$ cat src/rtl/grant_mux_pkg.sv
// Shared types and helpers for the grant_mux_stage slice: FSM state encoding
// and one-hot grant decoding used by the top-level controller.
package grant_mux_pkg;

    typedef enum logic [1:0] {
        IDLE  = 2'd0,
        REQ   = 2'd1,
        GNT   = 2'd2,
        DRAIN = 2'd3
    } state_e;

    // Grant vectors are zero-extended to this width before decoding, so the
    // helpers serve any N up to MAX_N without per-instance specialisation.
    localparam int MAX_N     = 32;
    localparam int MAX_IDX_W = 5;

    function automatic logic is_onehot(input logic [MAX_N-1:0] v);
        return (v != '0) && ((v & (v - MAX_N'(1))) == '0);
    endfunction

    // Only meaningful for a one-hot input; callers qualify with is_onehot.
    function automatic logic [MAX_IDX_W-1:0] onehot_to_idx(input logic [MAX_N-1:0] v);
        logic [MAX_IDX_W-1:0] idx;
        idx = '0;
        for (int i = 0; i < MAX_N; i++) begin
            if (v[i]) idx = idx | MAX_IDX_W'(i);
        end
        return idx;
    endfunction

endpackage

$ cat src/rtl/grant_mux_stage_if.sv
// Bus bundle for grant_mux_stage: producer-side payload ports, the req/grant
// pair shared with the round-robin arbiter, and the downstream valid/ready port.
// The slave modport is the stage itself; master is whatever drives it.
interface grant_mux_stage_if #(
    parameter int N = 4,
    parameter int W = 32
);
    localparam int IDX_W = $clog2(N);

    logic [N-1:0]     in_valid;
    logic [N*W-1:0]   in_data;
    logic [N-1:0]     in_ready;
    logic [N-1:0]     req;
    logic [N-1:0]     grant;
    logic             out_valid;
    logic [W-1:0]     out_data;
    logic [IDX_W-1:0] out_src;
    logic             out_ready;
    logic             err;

    modport slave (
        input  in_valid, in_data, grant, out_ready,
        output in_ready, req, out_valid, out_data, out_src, err
    );

    modport master (
        output in_valid, in_data, grant, out_ready,
        input  in_ready, req, out_valid, out_data, out_src, err
    );
endinterface

$ cat src/rtl/grant_mux_slot.sv
// One-entry hold buffer for a single producer port. Accepts a payload while
// empty and releases it on a clear strobe from the controller. The controller
// only clears an occupied slot, so accept and clear never meet on one slot.
module grant_mux_slot #(
    parameter int W = 32
) (
    input  logic         clk,
    input  logic         rst,
    input  logic         in_valid,
    input  logic [W-1:0] in_data,
    input  logic         clr,
    output logic         in_ready,
    output logic         vld,
    output logic [W-1:0] data
);
    logic         vld_q, vld_d;
    logic [W-1:0] data_q, data_d;

    // Next-state of the slot: fill when empty, empty on clear.
    always_comb begin
        vld_d  = vld_q;
        data_d = data_q;
        if (in_valid && !vld_q) begin
            vld_d  = 1'b1;
            data_d = in_data;
        end else if (clr) begin
            vld_d  = 1'b0;
        end
    end

    // Occupancy flag; reset empties the slot.
    always_ff @(posedge clk or posedge rst) begin
        if (rst) vld_q <= 1'b0;
        else     vld_q <= vld_d;
    end

    // Payload storage; contents are don't-care while the slot is empty.
    always_ff @(posedge clk) begin
        data_q <= data_d;
    end

    assign in_ready = !vld_q;
    assign vld      = vld_q;
    assign data     = data_q;
endmodule

$ cat src/rtl/grant_mux_stage.sv
// grant_mux_stage: buffers one payload per requestor, requests the shared
// downstream port from a round-robin arbiter (registered one-hot grant,
// 1-cycle latency) and forwards the granted payload with its source index.
// Controller cycle: IDLE -> REQ (1 cycle) -> GNT (1 cycle) -> DRAIN.
// Optional macro GRANT_MUX_CHECK_EN enables the sticky grant-protocol error
// flag; without it err is tied low and an invalid grant only retries REQ.
// N and W must match the parameters of the connected grant_mux_stage_if.
module grant_mux_stage #(
    parameter int N = 4,
    parameter int W = 32
) (
    input  logic               clk,
    input  logic               rst,
    grant_mux_stage_if.slave   bus
);
    import grant_mux_pkg::*;

    localparam int IDX_W = $clog2(N);

    logic [N-1:0]     hold_vld;
    logic [N-1:0]     slot_rdy;
    logic [N-1:0]     clr;
    logic [W-1:0]     hold_data [N];
    logic [N-1:0]     accept;
    logic [N-1:0]     req_o;
    logic             gnt_ok;
    logic [IDX_W-1:0] gnt_idx;

    state_e           state_q, state_d;
    logic [N-1:0]     req_q, req_d;
    logic             out_valid_q, out_valid_d;
    logic [W-1:0]     out_data_q, out_data_d;
    logic [IDX_W-1:0] out_src_q, out_src_d;

    for (genvar i = 0; i < N; i++) begin : g_slot
        grant_mux_slot #(.W(W)) u_slot (
            .clk      (clk),
            .rst      (rst),
            .in_valid (bus.in_valid[i]),
            .in_data  (bus.in_data[i*W +: W]),
            .clr      (clr[i]),
            .in_ready (slot_rdy[i]),
            .vld      (hold_vld[i]),
            .data     (hold_data[i])
        );
    end

    // A grant is usable only if it is one-hot and names a port from the snapshot.
    always_comb begin
        accept  = bus.in_valid & slot_rdy;
        gnt_ok  = is_onehot(MAX_N'(bus.grant)) && ((bus.grant & req_q) != '0);
        gnt_idx = IDX_W'(onehot_to_idx(MAX_N'(bus.grant)));
    end

    // Controller next-state, request drive and output-register loading.
    always_comb begin
        state_d     = state_q;
        req_d       = req_q;
        out_valid_d = out_valid_q;
        out_data_d  = out_data_q;
        out_src_d   = out_src_q;
        clr         = '0;
        req_o       = '0;
        case (state_q)
            IDLE: begin
                if (|hold_vld) state_d = REQ;
            end
            REQ: begin
                req_o   = hold_vld;
                req_d   = hold_vld;
                state_d = GNT;
            end
            GNT: begin
                if (gnt_ok) begin
                    out_valid_d = 1'b1;
                    out_data_d  = hold_data[gnt_idx];
                    out_src_d   = gnt_idx;
                    clr         = bus.grant;
                    state_d     = DRAIN;
                end else begin
                    state_d     = REQ;
                end
            end
            DRAIN: begin
                // A slot filling on this very edge still counts as pending work.
                if (bus.out_ready) begin
                    out_valid_d = 1'b0;
                    state_d     = (|(hold_vld | accept)) ? REQ : IDLE;
                end
            end
            default: state_d = IDLE;
        endcase
    end

    // Controller and output registers; reset discards any in-flight payload.
    always_ff @(posedge clk or posedge rst) begin
        if (rst) begin
            state_q     <= IDLE;
            req_q       <= '0;
            out_valid_q <= 1'b0;
            out_data_q  <= '0;
            out_src_q   <= '0;
        end else begin
            state_q     <= state_d;
            req_q       <= req_d;
            out_valid_q <= out_valid_d;
            out_data_q  <= out_data_d;
            out_src_q   <= out_src_d;
        end
    end

`ifdef GRANT_MUX_CHECK_EN
    logic err_q, err_d;

    // Sticky protocol error: bad grant in GNT, or any grant outside GNT.
    always_comb begin
        err_d = err_q;
        if (state_q == GNT && !gnt_ok)         err_d = 1'b1;
        if (state_q != GNT && bus.grant != '0) err_d = 1'b1;
    end

    // Error flag register, cleared only by reset.
    always_ff @(posedge clk or posedge rst) begin
        if (rst) err_q <= 1'b0;
        else     err_q <= err_d;
    end

    assign bus.err = err_q;
`else
    assign bus.err = 1'b0;
`endif

    assign bus.in_ready  = slot_rdy;
    assign bus.req       = req_o;
    assign bus.out_valid = out_valid_q;
    assign bus.out_data  = out_data_q;
    assign bus.out_src   = out_src_q;
endmodule

$ cat src/flat_wrapper.sv
// flat-port wrapper written by rule: the top's interface ports become plain ports
module grant_mux_stage_flat import grant_mux_pkg::*;
#(
    parameter int N = 4,
    parameter int W = 32
)
  (clk, rst, bus_in_valid, bus_in_data, bus_grant, bus_out_ready, bus_in_ready, bus_req, bus_out_valid, bus_out_data, bus_out_src, bus_err);
  grant_mux_stage_if #(.N(N), .W(W)) bus_i ();
  input  logic clk;
  input  logic rst;
  input wire logic [$bits(bus_i.in_valid)-1:0] bus_in_valid;
  input wire logic [$bits(bus_i.in_data)-1:0] bus_in_data;
  input wire logic [$bits(bus_i.grant)-1:0] bus_grant;
  input wire logic [$bits(bus_i.out_ready)-1:0] bus_out_ready;
  output wire logic [$bits(bus_i.in_ready)-1:0] bus_in_ready;
  output wire logic [$bits(bus_i.req)-1:0] bus_req;
  output wire logic [$bits(bus_i.out_valid)-1:0] bus_out_valid;
  output wire logic [$bits(bus_i.out_data)-1:0] bus_out_data;
  output wire logic [$bits(bus_i.out_src)-1:0] bus_out_src;
  output wire logic [$bits(bus_i.err)-1:0] bus_err;
  assign bus_i.in_valid = bus_in_valid;
  assign bus_i.in_data = bus_in_data;
  assign bus_i.grant = bus_grant;
  assign bus_i.out_ready = bus_out_ready;
  assign bus_in_ready = bus_i.in_ready;
  assign bus_req = bus_i.req;
  assign bus_out_valid = bus_i.out_valid;
  assign bus_out_data = bus_i.out_data;
  assign bus_out_src = bus_i.out_src;
  assign bus_err = bus_i.err;
  grant_mux_stage #(.N(N), .W(W)) u_core (.clk(clk), .rst(rst), .bus(bus_i));
endmodule
$ cat config.mk
export PLATFORM = sky130hd
export DESIGN_NAME = grant_mux_stage_flat
export DESIGN_NICKNAME = d
export VERILOG_FILES = /design/src/rtl/grant_mux_pkg.sv /design/src/rtl/grant_mux_stage_if.sv /design/src/rtl/grant_mux_slot.sv /design/src/rtl/grant_mux_stage.sv /design/src/flat_wrapper.sv
export SDC_FILE = /design/constraint.sdc
export NUM_CORES = 1
export LEC_CHECK = 0
export CORE_MARGIN = 2
export CORE_UTILIZATION = 30
export CTS_CLUSTER_SIZE = 20
export DETAILED_ROUTE_END_ITERATION = 16
export PLACE_DENSITY = 0.54
export SLEW_MARGIN = 20
export SYNTH_ARGS = -nofsm -noshare
export SYNTH_HDL_FRONTEND = slang
export SYNTH_HIERARCHICAL = 1
export SYNTH_SLANG_ARGS = --single-unit
$ cat constraint.sdc
create_clock -name clk -period 1.84 [get_ports clk]
set_input_delay 0.276 -clock clk [delete_from_list [all_inputs] [get_ports clk]]
set_output_delay 0.276 -clock clk [all_outputs]
set_load 0.01 [all_outputs]
== Word level (Yosys, flattened, before mapping) ==
Index checks and enable logic that the tools add are counted.

* Output and inout bits: 44
* Word-level logic and storage cells: 75
* Register bits: 173
* Input port bits: 139

* Reduce and logical (&&, ||, !) cells: 24
* Muxes and demuxes: 25
* $add $sub $neg: 1
* Magnitude comparators: 1
* Equal/unequal tests: 6
* Bitwise operators: 5

{| class="wikitable"
|+ Operator list
! cell !! count
|-
| binary-select mux 32 bit (select 2 bit) || 1
|-
| 2-to-1 mux 32 bit || 2
|-
| AND 4 x 32 -> 32 bit || 1
|-
| zero test 32 bit || 1
|-
| 2-to-1 mux 1 bit || 12
|-
| 2-to-1 mux 4 bit || 3
|-
| 2-to-1 mux 2 bit || 5
|-
| nonzero test 2 bit || 5
|-
| AND 4 bit || 2
|-
| case mux 2 bit (4 select lines) || 1
|-
| nonzero test 4 bit || 2
|-
| OR reduction 4 bit || 2
|-
| logical AND 1 bit || 6
|-
| subtractor 4 x 1 -> 5 bit (second input constant) || 1
|-
| equality test 2 bit (second input constant) || 2
|-
| zero test 1 bit || 4
|-
| != test 2 x 1 -> 1 bit (second input constant) || 2
|-
| bitwise OR 4 bit || 1
|-
| AND reduction 2 bit || 2
|-
| >= comparator 3 bit (second input constant) || 1
|-
| inverter 2 -> 3 bit || 1
|-
| AND reduction 3 bit || 1
|-
| equality test 2 x 1 -> 1 bit (second input constant) || 1
|-
| zero test 2 bit || 1
|-
| 2 further kinds || 2
|}

== Logic depth before layout (Yosys ltp) ==
* Word-level depth: 9
* Depth in mapped cells: 7
* Mapped depth without buffers: 5

== By module ==
The synthesis kept the hierarchy.

{| class="wikitable"
|+ Modules (own cells, without submodules)
! module !! cells an instance !! seq. area each (um^2) !! instances !! area each (um^2)
|-
| grant_mux_slot || 37 || 985.9 || 4 || 1009.7
|-
| grant_mux_stage || 270 || 1026.0 || 1 || 2820.2
|}

== Worst setup path before layout ==
Ideal clock, no wire load.

* Path kind: in2reg
* Start: in bus_grant[3]
* End: reg u_core.out_data_q[10], in the netlist u_core/bus.out_data[10]
* Buffers on the path: 2
* Arrival time: 1730 ps
* Data required time: 1715 ps
* Stages: 6
* Slack: -15 ps
* Library setup time: 125 ps
* Cells stage by stage: buf_2 -> o21ai_0 -> o211ai_1 -> a2111oi_4 -> buf_6 -> mux2_2

* Word-level cells in the longest chain between the ends: 6
* Elaborated cells between the ends (all ways): 14
* Those cells by class: add/sub (1); mux (4); bitwise (3); reduce/logical (6)

{| class="wikitable"
|+ Ends and longest elaborated chain
! item !! line !! RTL
|-
| start, declared || flat_wrapper.sv:13 || <nowiki>input wire logic [$bits(bus_i.grant)-1:0] bus_grant;</nowiki>
|-
| subtractor 4 x 1 -> 5 bit || grant_mux_pkg.sv:18 || <nowiki>return (v != '0) && ((v & (v - MAX_N'(1))) == '0);</nowiki>
|-
| AND 4 x 32 -> 32 bit || grant_mux_pkg.sv:18 ||
|-
| zero test 32 bit || grant_mux_pkg.sv:18 ||
|-
| logical AND 1 bit || grant_mux_pkg.sv:18 ||
|-
| logical AND 1 bit || grant_mux_stage.sv:51 || <nowiki>gnt_ok = is_onehot(MAX_N'(bus.grant)) && ((bus.grant & req_q) != '0);</nowiki>
|-
| AND reduction 2 bit (no source line) || -- ||
|-
| end signal, assigned || grant_mux_stage.sv:107 || <nowiki>out_data_q <= out_data_d;</nowiki>
|-
| end, declared || grant_mux_stage.sv:32 || <nowiki>logic [W-1:0] out_data_q, out_data_d;</nowiki>
|}

Several ways; a longest one is shown, not always the timed one. The select of a mux whose other input is x is not followed.
A chain may end at the register's enable or synchronous reset.

== Worst setup path after layout ==
* Start: reg u_core.state_q[1]
* End: out bus_req[3]

* Word-level cells in the longest chain between the ends: 2

{| class="wikitable"
|+ Ends and longest elaborated chain
! item !! line !! RTL
|-
| start, declared || grant_mux_stage.sv:29 || <nowiki>state_e state_q, state_d;</nowiki>
|-
| start signal, assigned || grant_mux_stage.sv:104 || <nowiki>state_q <= state_d;</nowiki>
|-
| equality test 2 x 1 -> 1 bit || grant_mux_stage.sv:64 || <nowiki>case (state_q)</nowiki>
|-
| 2-to-1 mux 4 bit || grant_mux_stage.sv:64 ||
|-
| end, declared || flat_wrapper.sv:16 || <nowiki>output wire logic [$bits(bus_i.req)-1:0] bus_req;</nowiki>
|}

Every way passes these cells.

==> results.yml <==
sta:
  max_freq_mhz: 567
  setup_viol: 0
  fin_ws_ns: 0.0758
  finalCritPeriodShare_pct: 95.9
  tns_ns: 0
  hold_slack_ns: 0.180
  post-route-min-period_ns: 1.76
  grt_setup_unrepaired: "no"
  hold_viol_final: 0
  slew_violations: 0
  fin_worst_skew_ns: 0.0109
yosys:
  yosys_warnings: 6
  ys_seq_area_share_pct: 72.5
  syn_inst: 418
  synth_edf_count: 128
  syn_avg_cell_area_sq_um: 16.4
  async_reset_ff_share_pct: 26.0
  synth_area_sq_mm: 0.00686
  synth.net_count: 557
  yosys.cell_types.count: 34
  synth_flop_cell: "edfxtp_1"
  synth_seq_cells: 173
worst_setup_path:
  worstPathCellList: "nor2b_4, and2_1, dlygate4sd2_1"
  cp.arrival_ns: 1.49
  cp_data_required_time_ns: 1.56
  worst-path-buf-inv: 1
  worstReg2RegEnd: "u_core/bus.out_data[28]"
  start_kind: "register"
  slowest_stage: "dfrtp_1"
  critPathMaxStageDelay_ns: 0.46
  crit_path_end_kind: "output pin"
  critical-path-top-delay-family: "flip-flops"
  crit_type: "reg -> out"
  r2r_slack_ns: 0.12
  path_max_fanout: 5
  reg2reg_depth: 6
  r2r_start: "u_core/req_q[0]"
  crit_cells: 3
final_layout:
  fin_area_sq_mm: 0.00990
  layout_commonest_cell: "clkdlybuf4s50_1"
  fin_nets: 762
  area_growth_syn_to_layout_pct: 44.3
  diodes: 0
  mostFrequentLayoutCells: "clkdlybuf4s50_1 (169), edfxtp_1 (128), mux2_2 (66)"
  drive_gt1_share_pct: 23.0
  fill_cells: 2047
global_routing:
  grt_pass1_wl_mm: 28.0
  first_global_vias: 4911
  overflow: 0
  grt_usage_pct: 15.6
  grt_max_degree: 34
  antenna_found_initial: 2
pwr:
  p_comb_share_pct: 25.7
  cellPowerDensity_mw_per_mm2: 1260
  p_sw_share_pct: 27.2
  ir_worst_vdd_mv: 0.597
  power_leakage_nw: 3.58
  p_seq_share_pct: 44.5
  clkPwrFrac_pct: 29.8
  power_w: 0.0125
  switchingPower_w: 0.00339
  power.internal_w: 0.00907
floorplanning:
  rows: 55
  start_util_pct: 30.4
  io_pins: 183
  die_x_um: 155
  dieArea_sq_mm: 0.0241
  core_sq_mm: 0.0226
  die_h_um: 155
clocking:
  cts_made_buffers: 17
  clkSlewWorstSetupHoldPaths_ns: 0.06
  cts_tree: "yes"
  cts_sinks: 173
  cts_root_buf: "clkbuf_16"
  clk_latency_ns: 0.42
  cts_buffer_depth: 2
  cts_max_level: 4
  hold_buffers: 0
detailed_routing:
  vias: 4480
  firstDrtPassIters: 5
  drt_wl_total_mm: 18.8
  dr.first_iter.drc_count: 280
  wl_per_cell_um: 20.4
  postRouteAntennaNets: 0
  viasPerCell: 4.86
  drc: 0
placed_design:
  postPlaceCellArea_sq_mm: 0.00923
  gp_congestion: 0.785
  dp.final_hpwl_mm: 13.1
  pre_cts_ws_ns: -0.549
  port_buffers: 181
min_path:
  hold_path.class: "in -> async"
outcome:
  status: "complete, no violations"
job:
  maxCapViolCount: 0
flip-flops by register name (all words and copies together), names as in the netlist:
signal                     flops
u_core/g_slot.u_slot/data    128
u_core/bus.out_data           32
u_core/g_slot.u_slot/vld       4
u_core/req_q                   4
u_core/bus.out_src             2
u_core/state_q                 2
u_core/bus.out_valid           1
logic make-up after synthesis:
logic type / Yosys count / share of synthesized area (%)
DFF: 173 / 72.5
AOI/OAI and AO/OA: 110 / 11.1
muxes: 70 / 11.5
buffers and inverters: 41 / 2.79
and+or+nand+nor: 22 / 1.97
xor gates and xnor gates: 1 / 0.128
other: 1 / 0.0547
worst max path at each step:
stage	start	end
floorplan	bus_grant[3]	u_core/bus.out_data[10]
global placement	bus_grant[2]	u_core/bus.out_data[16]
detailed placement	bus_grant[2]	u_core/bus.out_data[5]
CTS	u_core/g_slot[3].u_slot/vld	bus_in_ready[3]
global route	u_core/state_q[1]	bus_req[0]
finish	u_core/state_q[1]	bus_req[3]
power by group through the flow:
| stage | Sequential, W | Combinational (W) | Clock [W] |
|---|---|---|---|
| floorplan | 0.00569 | 0.00119 | 0 |
| global placement | 0.00561 | 0.00313 | 0 |
| detailed placement | 0.00563 | 0.00320 | 0 |
| CTS | 0.00555 | 0.00322 | 0.00381 |
| global route | 0.00564 | 0.00343 | 0.00396 |
| finish | 0.00555 | 0.00320 | 0.00372 |
metal layers:
layer  global-route usage (%)  up-vias  routed length [um]
li1                         -     2037                   -
met1                     20.0     2244                8110
met2                     25.4      176                9020
met3                     5.07       19                1400
met4                     4.46        4                 250
met5                        0        -                  30
worst reg2reg max path: cells and delay by family (launching register included):
kind / cells / cell delay, ns
buf+inv: 2 / 0.35
flops: 1 / 0.36
mux: 1 / 0.35
compound gates: 3 / 0.54
area by class of cell:
cell class	instances	area [sq um]	area share [%]
Inverter	14	52.6	0.531
Timing Repair Buffer	213	2160	21.9
Clock inverter	15	181	1.83
Multi-Input combinational cell	204	1740	17.6
Sequential cell	173	4970	50.2
Tap cell	285	357	3.60
Clock buffer	17	425	4.30
stage by stage:
stage	std cells	utilization, %
after floorplan	418	-
after global placement	886	40.9
after detailed placement	886	40.9
after CTS	920	43.6
after global routing	921	43.8
final	921	43.8
synth_stat cells (2+ instances only):
cell type    n  share of area [%]
nor2b_2      4               0.51
o21ai_0     33                2.4
and2_1       8               0.73
nor2_1       3               0.16
mux2_2      66                 11
buf_1        5               0.27
a22oi_1     64                7.0
a21o_1       2               0.22
o21bai_1     4               0.44
inv_1       10               0.55
clkbuf_1    14               0.77
edfxtp_1   128                 56
mux2_1       2               0.33
buf_2        3               0.22
inv_2        4               0.22
mux2i_1      2               0.29
buf_6        4               0.66
dfrtp_1     45                 16
nand2_1      2               0.11
what timing repair did:
item | CTS | global route
cloned | 0 | 1
resized for setup | 11 | 5
buffers inserted | 2 | 0
endpoints found under the setup margin | 40 | 38
pin swaps | 1 | 1
(Power assumes the default switching activity.)
